## src/rtl/permutation_sequencer_pkg.sv

```systemverilog
// Shared types and helpers for the iterative ASCON permutation engine.
// Holds the 5x64 state type, round index type, FSM encoding and round-constant math.
package permutation_sequencer_pkg;

  localparam int unsigned LANE_W     = 64;
  localparam int unsigned ROUND_W    = 4;
  localparam int unsigned ROUND_LAST = 11;

  typedef logic [ROUND_W-1:0] round_t;

  typedef struct packed {
    logic [LANE_W-1:0] x0;
    logic [LANE_W-1:0] x1;
    logic [LANE_W-1:0] x2;
    logic [LANE_W-1:0] x3;
    logic [LANE_W-1:0] x4;
  } type_state;

  typedef enum logic [1:0] {
    IDLE = 2'd0,
    RUN  = 2'd1,
    DONE = 2'd2
  } fsm_state_t;

  // Round constant: high nibble is the complement of the round index.
  function automatic logic [2*ROUND_W-1:0] round_constant(input round_t r);
    return {~r, r};
  endfunction

  function automatic logic [LANE_W-1:0] ror64(input logic [LANE_W-1:0] x,
                                              input int unsigned n);
    return (x >> n) | (x << (LANE_W - n));
  endfunction

endpackage

```

## src/rtl/permutation_sequencer_if.sv

```systemverilog
// Request/result bundle between the ASCON mode FSM (master) and the sequencer (slave).
interface permutation_sequencer_if;
  import permutation_sequencer_pkg::*;

  logic      start_i;
  round_t    round_start_i;
  type_state state_i;
  type_state state_o;
  round_t    round_o;
  logic      busy_o;
  logic      done_o;

  modport master (
    output start_i, round_start_i, state_i,
    input  state_o, round_o, busy_o, done_o
  );

  modport slave (
    input  start_i, round_start_i, state_i,
    output state_o, round_o, busy_o, done_o
  );

endinterface

```

## src/rtl/constant_addition.sv

```systemverilog
// Round constant addition: XORs the per-round constant into the low byte of x2.
module constant_addition
  import permutation_sequencer_pkg::*;
(
  input  type_state state_i,
  input  round_t    round_i,
  output type_state state_c
);

  always_comb begin
    state_c    = state_i;
    state_c.x2 = state_i.x2 ^ LANE_W'(round_constant(round_i));
  end

endmodule

```

## src/rtl/diffusion_layer.sv

```systemverilog
// Linear diffusion: each lane XORed with two rotations of itself.
module diffusion_layer
  import permutation_sequencer_pkg::*;
(
  input  type_state state_i,
  output type_state state_c
);

  always_comb begin
    state_c.x0 = state_i.x0 ^ ror64(state_i.x0, 19) ^ ror64(state_i.x0, 28);
    state_c.x1 = state_i.x1 ^ ror64(state_i.x1, 61) ^ ror64(state_i.x1, 39);
    state_c.x2 = state_i.x2 ^ ror64(state_i.x2, 1)  ^ ror64(state_i.x2, 6);
    state_c.x3 = state_i.x3 ^ ror64(state_i.x3, 10) ^ ror64(state_i.x3, 17);
    state_c.x4 = state_i.x4 ^ ror64(state_i.x4, 7)  ^ ror64(state_i.x4, 41);
  end

endmodule

```

## src/rtl/permutation_round.sv

```systemverilog
// One combinational ASCON round: constant addition -> substitution -> diffusion.
module permutation_round
  import permutation_sequencer_pkg::*;
(
  input  type_state state_i,
  input  round_t    round_i,
  output type_state state_c
);

  type_state added_c;
  type_state subst_c;

  constant_addition u_const (
    .state_i (state_i),
    .round_i (round_i),
    .state_c (added_c)
  );

  substitution_layer u_subst (
    .state_i (added_c),
    .state_c (subst_c)
  );

  diffusion_layer u_diff (
    .state_i (subst_c),
    .state_c (state_c)
  );

endmodule

```

## src/rtl/substitution_layer.sv

```systemverilog
// Bit-sliced 5-bit ASCON S-box applied across all 64 lane columns.
module substitution_layer
  import permutation_sequencer_pkg::*;
(
  input  type_state state_i,
  output type_state state_c
);

  logic [LANE_W-1:0] a0, a1, a2, a3, a4;
  logic [LANE_W-1:0] t0, t1, t2, t3, t4;
  logic [LANE_W-1:0] b0, b1, b2, b3, b4;

  always_comb begin
    // Input mixing
    a0 = state_i.x0 ^ state_i.x4;
    a1 = state_i.x1;
    a2 = state_i.x2 ^ state_i.x1;
    a3 = state_i.x3;
    a4 = state_i.x4 ^ state_i.x3;
    // Chi-like nonlinear core
    t0 = ~a0 & a1;
    t1 = ~a1 & a2;
    t2 = ~a2 & a3;
    t3 = ~a3 & a4;
    t4 = ~a4 & a0;
    b0 = a0 ^ t1;
    b1 = a1 ^ t2;
    b2 = a2 ^ t3;
    b3 = a3 ^ t4;
    b4 = a4 ^ t0;
    // Output mixing
    state_c.x0 = b0 ^ b4;
    state_c.x1 = b1 ^ b0;
    state_c.x2 = ~b2;
    state_c.x3 = b3 ^ b2;
    state_c.x4 = b4;
  end

endmodule

```

## src/rtl/permutation_sequencer.sv

```systemverilog
// Iterative ASCON permutation: loads a state on start, applies one round per clock
// from round_start_i through the last round, then pulses done for one cycle.
module permutation_sequencer
  import permutation_sequencer_pkg::*;
(
  input  logic                    clock_i,
  input  logic                    resetb_i,
  permutation_sequencer_if.slave  bus
);

  localparam round_t ROUND_LAST_R = round_t'(ROUND_LAST);

  fsm_state_t fsm_q,   fsm_d;
  type_state  state_q, state_d;
  round_t     round_q, round_d;
  logic       busy_q,  busy_d;
  logic       done_q,  done_d;

  type_state  round_out_c;

  permutation_round u_round (
    .state_i (state_q),
    .round_i (round_q),
    .state_c (round_out_c)
  );

  // Next-state and next-output logic
  always_comb begin
    fsm_d   = fsm_q;
    state_d = state_q;
    round_d = round_q;
    unique case (fsm_q)
      IDLE: begin
        if (bus.start_i) begin
          state_d = bus.state_i;
          round_d = bus.round_start_i;
          // Start indices past the last round give a zero-round pass.
          fsm_d   = (bus.round_start_i <= ROUND_LAST_R) ? RUN : DONE;
        end
      end
      RUN: begin
        state_d = round_out_c;
        if (round_q == ROUND_LAST_R) begin
          fsm_d = DONE;
        end else begin
          round_d = round_q + round_t'(1);
        end
      end
      DONE: begin
        fsm_d = IDLE;
      end
      default: begin
        fsm_d = IDLE;
      end
    endcase
    busy_d = (fsm_d != IDLE);
    done_d = (fsm_d == DONE);
  end

  always_ff @(posedge clock_i or negedge resetb_i) begin
    if (!resetb_i) begin
      fsm_q   <= IDLE;
      state_q <= '0;
      round_q <= '0;
      busy_q  <= 1'b0;
      done_q  <= 1'b0;
    end else begin
      fsm_q   <= fsm_d;
      state_q <= state_d;
      round_q <= round_d;
      busy_q  <= busy_d;
      done_q  <= done_d;
    end
  end

  assign bus.state_o = state_q;
  assign bus.round_o = round_q;
  assign bus.busy_o  = busy_q;
  assign bus.done_o  = done_q;

endmodule

```

## src/flat_wrapper.sv

```systemverilog
// flat-port wrapper written by rule: the top's interface ports become plain ports
module permutation_sequencer_flat import permutation_sequencer_pkg::*;
  (clock_i, resetb_i, bus_start_i, bus_round_start_i, bus_state_i, bus_state_o, bus_round_o, bus_busy_o, bus_done_o);
  permutation_sequencer_if bus_i ();
  input  logic clock_i;
  input  logic resetb_i;
  input wire logic [$bits(bus_i.start_i)-1:0] bus_start_i;
  input wire logic [$bits(bus_i.round_start_i)-1:0] bus_round_start_i;
  input wire logic [$bits(bus_i.state_i)-1:0] bus_state_i;
  output wire logic [$bits(bus_i.state_o)-1:0] bus_state_o;
  output wire logic [$bits(bus_i.round_o)-1:0] bus_round_o;
  output wire logic [$bits(bus_i.busy_o)-1:0] bus_busy_o;
  output wire logic [$bits(bus_i.done_o)-1:0] bus_done_o;
  assign bus_i.start_i = bus_start_i;
  assign bus_i.round_start_i = bus_round_start_i;
  assign bus_i.state_i = bus_state_i;
  assign bus_state_o = bus_i.state_o;
  assign bus_round_o = bus_i.round_o;
  assign bus_busy_o = bus_i.busy_o;
  assign bus_done_o = bus_i.done_o;
  permutation_sequencer u_core (.clock_i(clock_i), .resetb_i(resetb_i), .bus(bus_i));
endmodule
```

## config.mk

```make
export PLATFORM = sky130hd
export DESIGN_NAME = permutation_sequencer_flat
export DESIGN_NICKNAME = d
export VERILOG_FILES = /design/src/rtl/permutation_sequencer_pkg.sv /design/src/rtl/permutation_sequencer_if.sv /design/src/rtl/constant_addition.sv /design/src/rtl/diffusion_layer.sv /design/src/rtl/permutation_round.sv /design/src/rtl/substitution_layer.sv /design/src/rtl/permutation_sequencer.sv /design/src/flat_wrapper.sv
export SDC_FILE = /design/constraint.sdc
export NUM_CORES = 2
export LEC_CHECK = 0
export BUFFER_PORTS_ARGS = -buffer_cell sky130_fd_sc_hd__buf_2
export CAP_MARGIN = 40
export CORE_AREA = 4 4 280 282
export DETAILED_ROUTE_END_ITERATION = 16
export DIE_AREA = 0 0 284 286
export PLACE_DENSITY = 0.66
export SYNTH_ARGS = -nofsm -noshare
export SYNTH_HDL_FRONTEND = slang
export SYNTH_SLANG_ARGS = --single-unit
```

## constraint.sdc

```tcl
create_clock -name clock_i -period 2.76 [get_ports clock_i]
set_clock_uncertainty 0.05 [all_clocks]
set_input_delay 0.414 -clock clock_i [delete_from_list [all_inputs] [get_ports clock_i]]
set_output_delay 0.414 -clock clock_i [all_outputs]
set_load 0.01 [all_outputs]
```

======== After elaboration in Yosys (flattened, before gate mapping) ========
Index checks and enable logic that the tools add are counted.
Widths: inputs -> output; s select.
storage, ports and cells
  register bits after elaboration ......... 328
  word-level logic and storage cells ...... 74
  output and inout bits ................... 326
cells by class
  reduce and logical (&&, ||, !) cells .... 5
  bitwise gates (word level) .............. 44
  eq/ne operators ......................... 5
  add/subtract/negate cells ............... 1
  multiplexer cells ....................... 9
  magnitude comparators ................... 1
operator list
  kind                 count
  $xor 64x64->64       21
  $pmux 320 s2         1
  $not 64->64          6
  $and 64x64->64       5
  $mux 320             1
  $or 23x64->64        1
  $or 25x64->64        1
  $or 3x64->64         1
  $or 36x64->64        1
  $or 45x64->64        1
  $or 47x64->64        1
  $or 54x64->64        1
  $or 57x64->64        1
  $or 58x64->64        1
  $or 63x64->64        1
  $xor 64x8->64        1
  $mux 4               2
  $pmux 4 s2           1
  $mux 2               3
  $add 4x1->4 const B  1
  $eq 4x4->1 const B   1
  $le 4x4->1 const B   1
  $ne 2x2->1 const B   2
  $not 4->4            1
  7 further kinds      8

======== Logic depth before layout (Yosys ltp) ========
  word-level depth ........................ 11
  mapped depth ............................ 8
  depth with buffers taken out ............ 7

======== Hierarchy ========
Synthesis repeated with hierarchy kept, for this count alone.
second synthesis, totals
  cells, all modules ...................... 3,156
  area, all modules ....................... 33,619.7 sq um
modules (own cells, without submodules)
  module                 cells an instance  instances  area an instance (sq um)  sequential area each (sq um)
  permutation_sequencer  1,426              1          14,921.8                  8,207.9
  substitution_layer     1,090              1          8,565.7                   0.0
  diffusion_layer        320                1          7,719.9                   0.0
  constant_addition      320                1          2,412.3                   0.0

======== Worst setup path after synthesis ========
OpenSTA, ideal clock, no wires.
  path type ............................... register to register
  start point ............................. reg u_core.state_q (netlist bit u_core.bus.state_o[230])
  end point ............................... reg u_core.state_q (netlist bit u_core.bus.state_o[85])
  stages on the path, launching flop included .. 7
  required time ........................... 2.584 ns
  setup slack ............................. 0.515 ns
  arrival ................................. 2.069 ns
  period minus slack after synthesis ...... 2.245 ns
  setup time .............................. 0.126 ns
  path through ............................ dfrtp_1 > inv_1 > ha_1 > xor2_1 > xnor2_2 > xnor3_1 > a221o_1
on the way
  longest elaborated chain between the ends .. 6
RTL lines
  what                    line                             text
  start, declared         permutation_sequencer.sv:14      type_state state_q, state_d;
  start signal, assigned  permutation_sequencer.sv:69      state_q <= state_d;
  $xor 64x64->64          substitution_layer.sv:17         a2 = state_i.x2 ^ state_i.x1;
  $xor 64x64->64          substitution_layer.sv:28         b2 = a2 ^ t3;
  $xor 64x64->64          substitution_layer.sv:35         state_c.x3 = b3 ^ b2;
  $or 47x64->64           permutation_sequencer_pkg.sv:32  return (x >> n) | (x << (LANE_W - n));
  $xor 64x64->64          diffusion_layer.sv:13            state_c.x3 = state_i.x3 ^ ror64(state_i.x3, 10) ^ ror64(state_i.x3, 17);
  $pmux 320 s2            permutation_sequencer.sv:32      unique case (fsm_q)
No other way between the ends.
A chain may end at the register's enable or synchronous reset.

======== Final worst setup path ========
  start point ............................. reg u_core.state_q (netlist bit u_core.bus.state_o[222])
  end point ............................... reg u_core.state_q (netlist bit u_core.bus.state_o[84])
on the way
  longest elaborated chain between the ends .. 7
RTL lines
  what                          line
  $xor 64x64->64                substitution_layer.sv:17
  $xor 64x64->64                substitution_layer.sv:28
  $xor 64x64->64                substitution_layer.sv:35
  $or 54x64->64                 permutation_sequencer_pkg.sv:32
  $xor 64x64->64 (2 in series)  diffusion_layer.sv:13
  $pmux 320 s2                  permutation_sequencer.sv:32
No other way between the ends.

==> summary.md <==
| Metric | Value |
|---|---|
| Worst-Margin Slew | `0.895 ns` |
| DRC Markers | `0` |
| Reg2reg setup slack | `0.17 ns` |
| Seq/Total Area, Yosys | `27.3%` |
| Fin nets | `4190` |
| Most frequent cells in the layout | `buf_2, xnor2_1, dfrtp_1, buf_4, xnor3_1` |
| Synthesized instance count | `2839` |
| Utilization after layout | `50.5%` |
| Global route total overflow | `0` |
| CTS buffer count | `43` |
| RSZ-0062 raised after global routing | `no` |
| Filler Cell Count | `7078` |
| DR vias/cell | `5.87` |
| Vias in the first global route | `26700` |
| Initial antenna violation count | `6` |
| Post-Syn Nets | `3295` |
| Number of cell rows | `101` |
| Root buffer cell | `clkbuf_16` |
| Worst-path clk slew | `0.07 ns` |
| Vert. Die Dim | `286 µm` |
| PostCTS Resize Cnt | `0` |
| Post-Route WL | `159000 µm` |
| Critical Path End Type | `flop` |
| Initial Util | `39.8%` |
| Synth Cell Area | `30100 µm²` |
| Max_cap viols | `0` |
| Critical path arrival | `3.02 ns` |
| Largest net degree at the start of global routing | `92` |
| Die area | `81200 µm²` |
| Clock Latency Late Sink | `0.60 ns` |
| Flops & latches, synth | `328` |
| Clk buf depth | `3` |
| Post-detail-place hpwl | `132000 µm` |
| Drt wl/cell | `33.5 µm` |
| Layout cell share with drive strength beyond 1 | `31.7%` |
| Worst setup SP type | `flop` |
| Setup_tns | `0 ns` |
| Max_slew headroom | `39.9%` |
| Crit path max fanout | `5` |
| Fin. max-slew vios | `0` |
| Worst Hold Class | `in2reg` |
| Yosys warning total | `0` |
| Tcrit/Tclk final | `94.0%` |
| Final hold violations | `0` |
| Clock net sink count | `328` |
| Area Growth Syn to Fin | `27.0%` |
| Setup CP Type | `reg2reg` |
| CTS tree | `done` |
| Unique masters post-synth | `37` |
| TritonRoute pass-1 iters | `6` |
| Min Clock Period, post-route | `2.59 ns` |
| Final setup fails | `0` |
| Global-route wire length before repair | `215000 µm` |
| Gpl congestion | `1.07` |
| DIE WIDTH | `284 µm` |
| Vias | `27900` |
| H-tree Lvls | `2` |
| Crit path required time | `3.19 ns` |
| PortBufs | `652` |
| Iteration-0 DRC Markers | `3329` |
| Fmax | `385 MHz` |
| Detail Route Antenna Nets | `0` |
| Commonest non-fill, non-tap cell in the layout | `buf_2` |
| Number of I/O pins | `653` |
| Core Area | `75700 µm²` |
| Avg Inst Size Synth | `10.6 µm²` |
| GRT Util Overall | `37.8%` |
| Status | `completed` |
## sequential cells by signal, indices dropped and copies added (netlist names)
register / count
u_core.bus.busy_o: 1
u_core.bus.state_o: 320
u_core.bus.round_o: 4
u_core.bus.done_o: 1
u_core.fsm_q: 2
## worst paths after layout
check	start	endpoint	cells after the start
max	u_core.bus.state_o[222]	u_core.bus.state_o[84]	6
min	bus_state_i[72]	u_core.bus.state_o[72]	3
max reg2reg	u_core.bus.state_o[222]	u_core.bus.state_o[84]	6
min reg2reg	u_core.bus.state_o[134]	u_core.bus.state_o[134]	2
max in group asynchronous	resetb_i	u_core.bus.state_o[224]	3
min in group asynchronous	resetb_i	u_core.bus.state_o[122]	2
## area by class of cell
type	instances	area (µm²)	share of cell area [%]
Multi-Input combinational cell	2193	20700	54.2
Antenna cell	2	5.00	0.0131
Clock buffer	61	1280	3.34
Tap cell	978	1220	3.20
Inverter	194	731	1.91
Sequential cell	328	8210	21.5
Clock inverter	15	154	0.403
Timing Repair Buffer	974	5930	15.5
## critical path, stage by stage, from the launching register on
cell,delay [ns]
dfrtp_1,0.48
inv_1,0.11
ha_1,0.30
xnor2_1,0.18
xnor2_2,0.62
xnor3_1,0.44
a221o_1,0.29
## cells by family (layout without fill, tap and decap cells)
group	after synthesis	after routing	synth area share, %
other cells	0	2	0
simple gates	403	403	5.91
compound gates	654	654	13.0
xor+xnor	905	905	40.9
flops	328	328	27.3
fa+ha+maj	192	192	7.56
mux	39	39	1.30
buf+inv	318	1244	4.06
## through the flow
step / hold WS, ns / setup WS (ns) / std cells / area, µm²
after floorplan: 0.0684 / 0.515 / 2839 / 30100
after CTS: 0.00112 / 0.186 / 4743 / 38200
after global routing: 0.0357 / 0.0646 / 4743 / 38200
after global placement: 0.365 / -0.0731 / 4665 / 36800
final: 0.0194 / 0.165 / 4745 / 38200
after detailed placement: 0.359 / 0.202 / 4666 / 36800
## Yosys cell counts
cell / instances / area share [%]
xor2_4: 1 / 0.091
maj3_1: 38 / 1.3
o22a_1: 19 / 0.55
xnor2_1: 331 / 9.6
o21ai_1: 204 / 3.4
nand3_1: 30 / 0.50
ha_1: 129 / 5.4
a21oi_1: 104 / 1.7
nand2_1: 99 / 1.2
o21ai_2: 1 / 0.029
buf_2: 21 / 0.35
clkbuf_1: 91 / 1.1
xnor2_4: 1 / 0.091
o221ai_1: 19 / 0.55
a22oi_1: 128 / 3.2
maj3_2: 25 / 0.94
o22ai_1: 19 / 0.39
dfrtp_1: 328 / 27
xnor3_1: 250 / 19
buf_4: 1 / 0.025
nor2b_1: 2 / 0.042
xor2_1: 208 / 6.1
xor3_1: 6 / 0.47
and3_1: 89 / 1.8
o21ai_0: 111 / 1.8
buf_1: 11 / 0.14
xor2_2: 4 / 0.22
a221o_1: 15 / 0.50
a21o_1: 20 / 0.50
mux2i_1: 39 / 1.3
nor2_1: 182 / 2.3
inv_1: 181 / 2.3
xnor2_2: 104 / 5.6
o31ai_1: 2 / 0.050
or3_1: 1 / 0.021
inv_2: 13 / 0.16
a211oi_1: 12 / 0.30
## what timing repair did
action                                  4_1_cts  5_1_grt
hold buffers                                  1        0
buffers inserted                              0        0
hold endpoints to repair                     43        0
endpoints found under the setup margin        0        0
## layer usage
metal  track usage (%)  vias to the layer above  routed length (µm)
li1                  -                    11600                   -
met3              8.67                      423               17600
met2              59.5                     1883               71500
met5                 0                        -                  55
met1              48.6                    13900               59100
met4              20.1                        8               10400
Power is left out: the tool's default activity adds up to more than one toggle a clock period on the data nets, which glitch-free logic cannot reach.
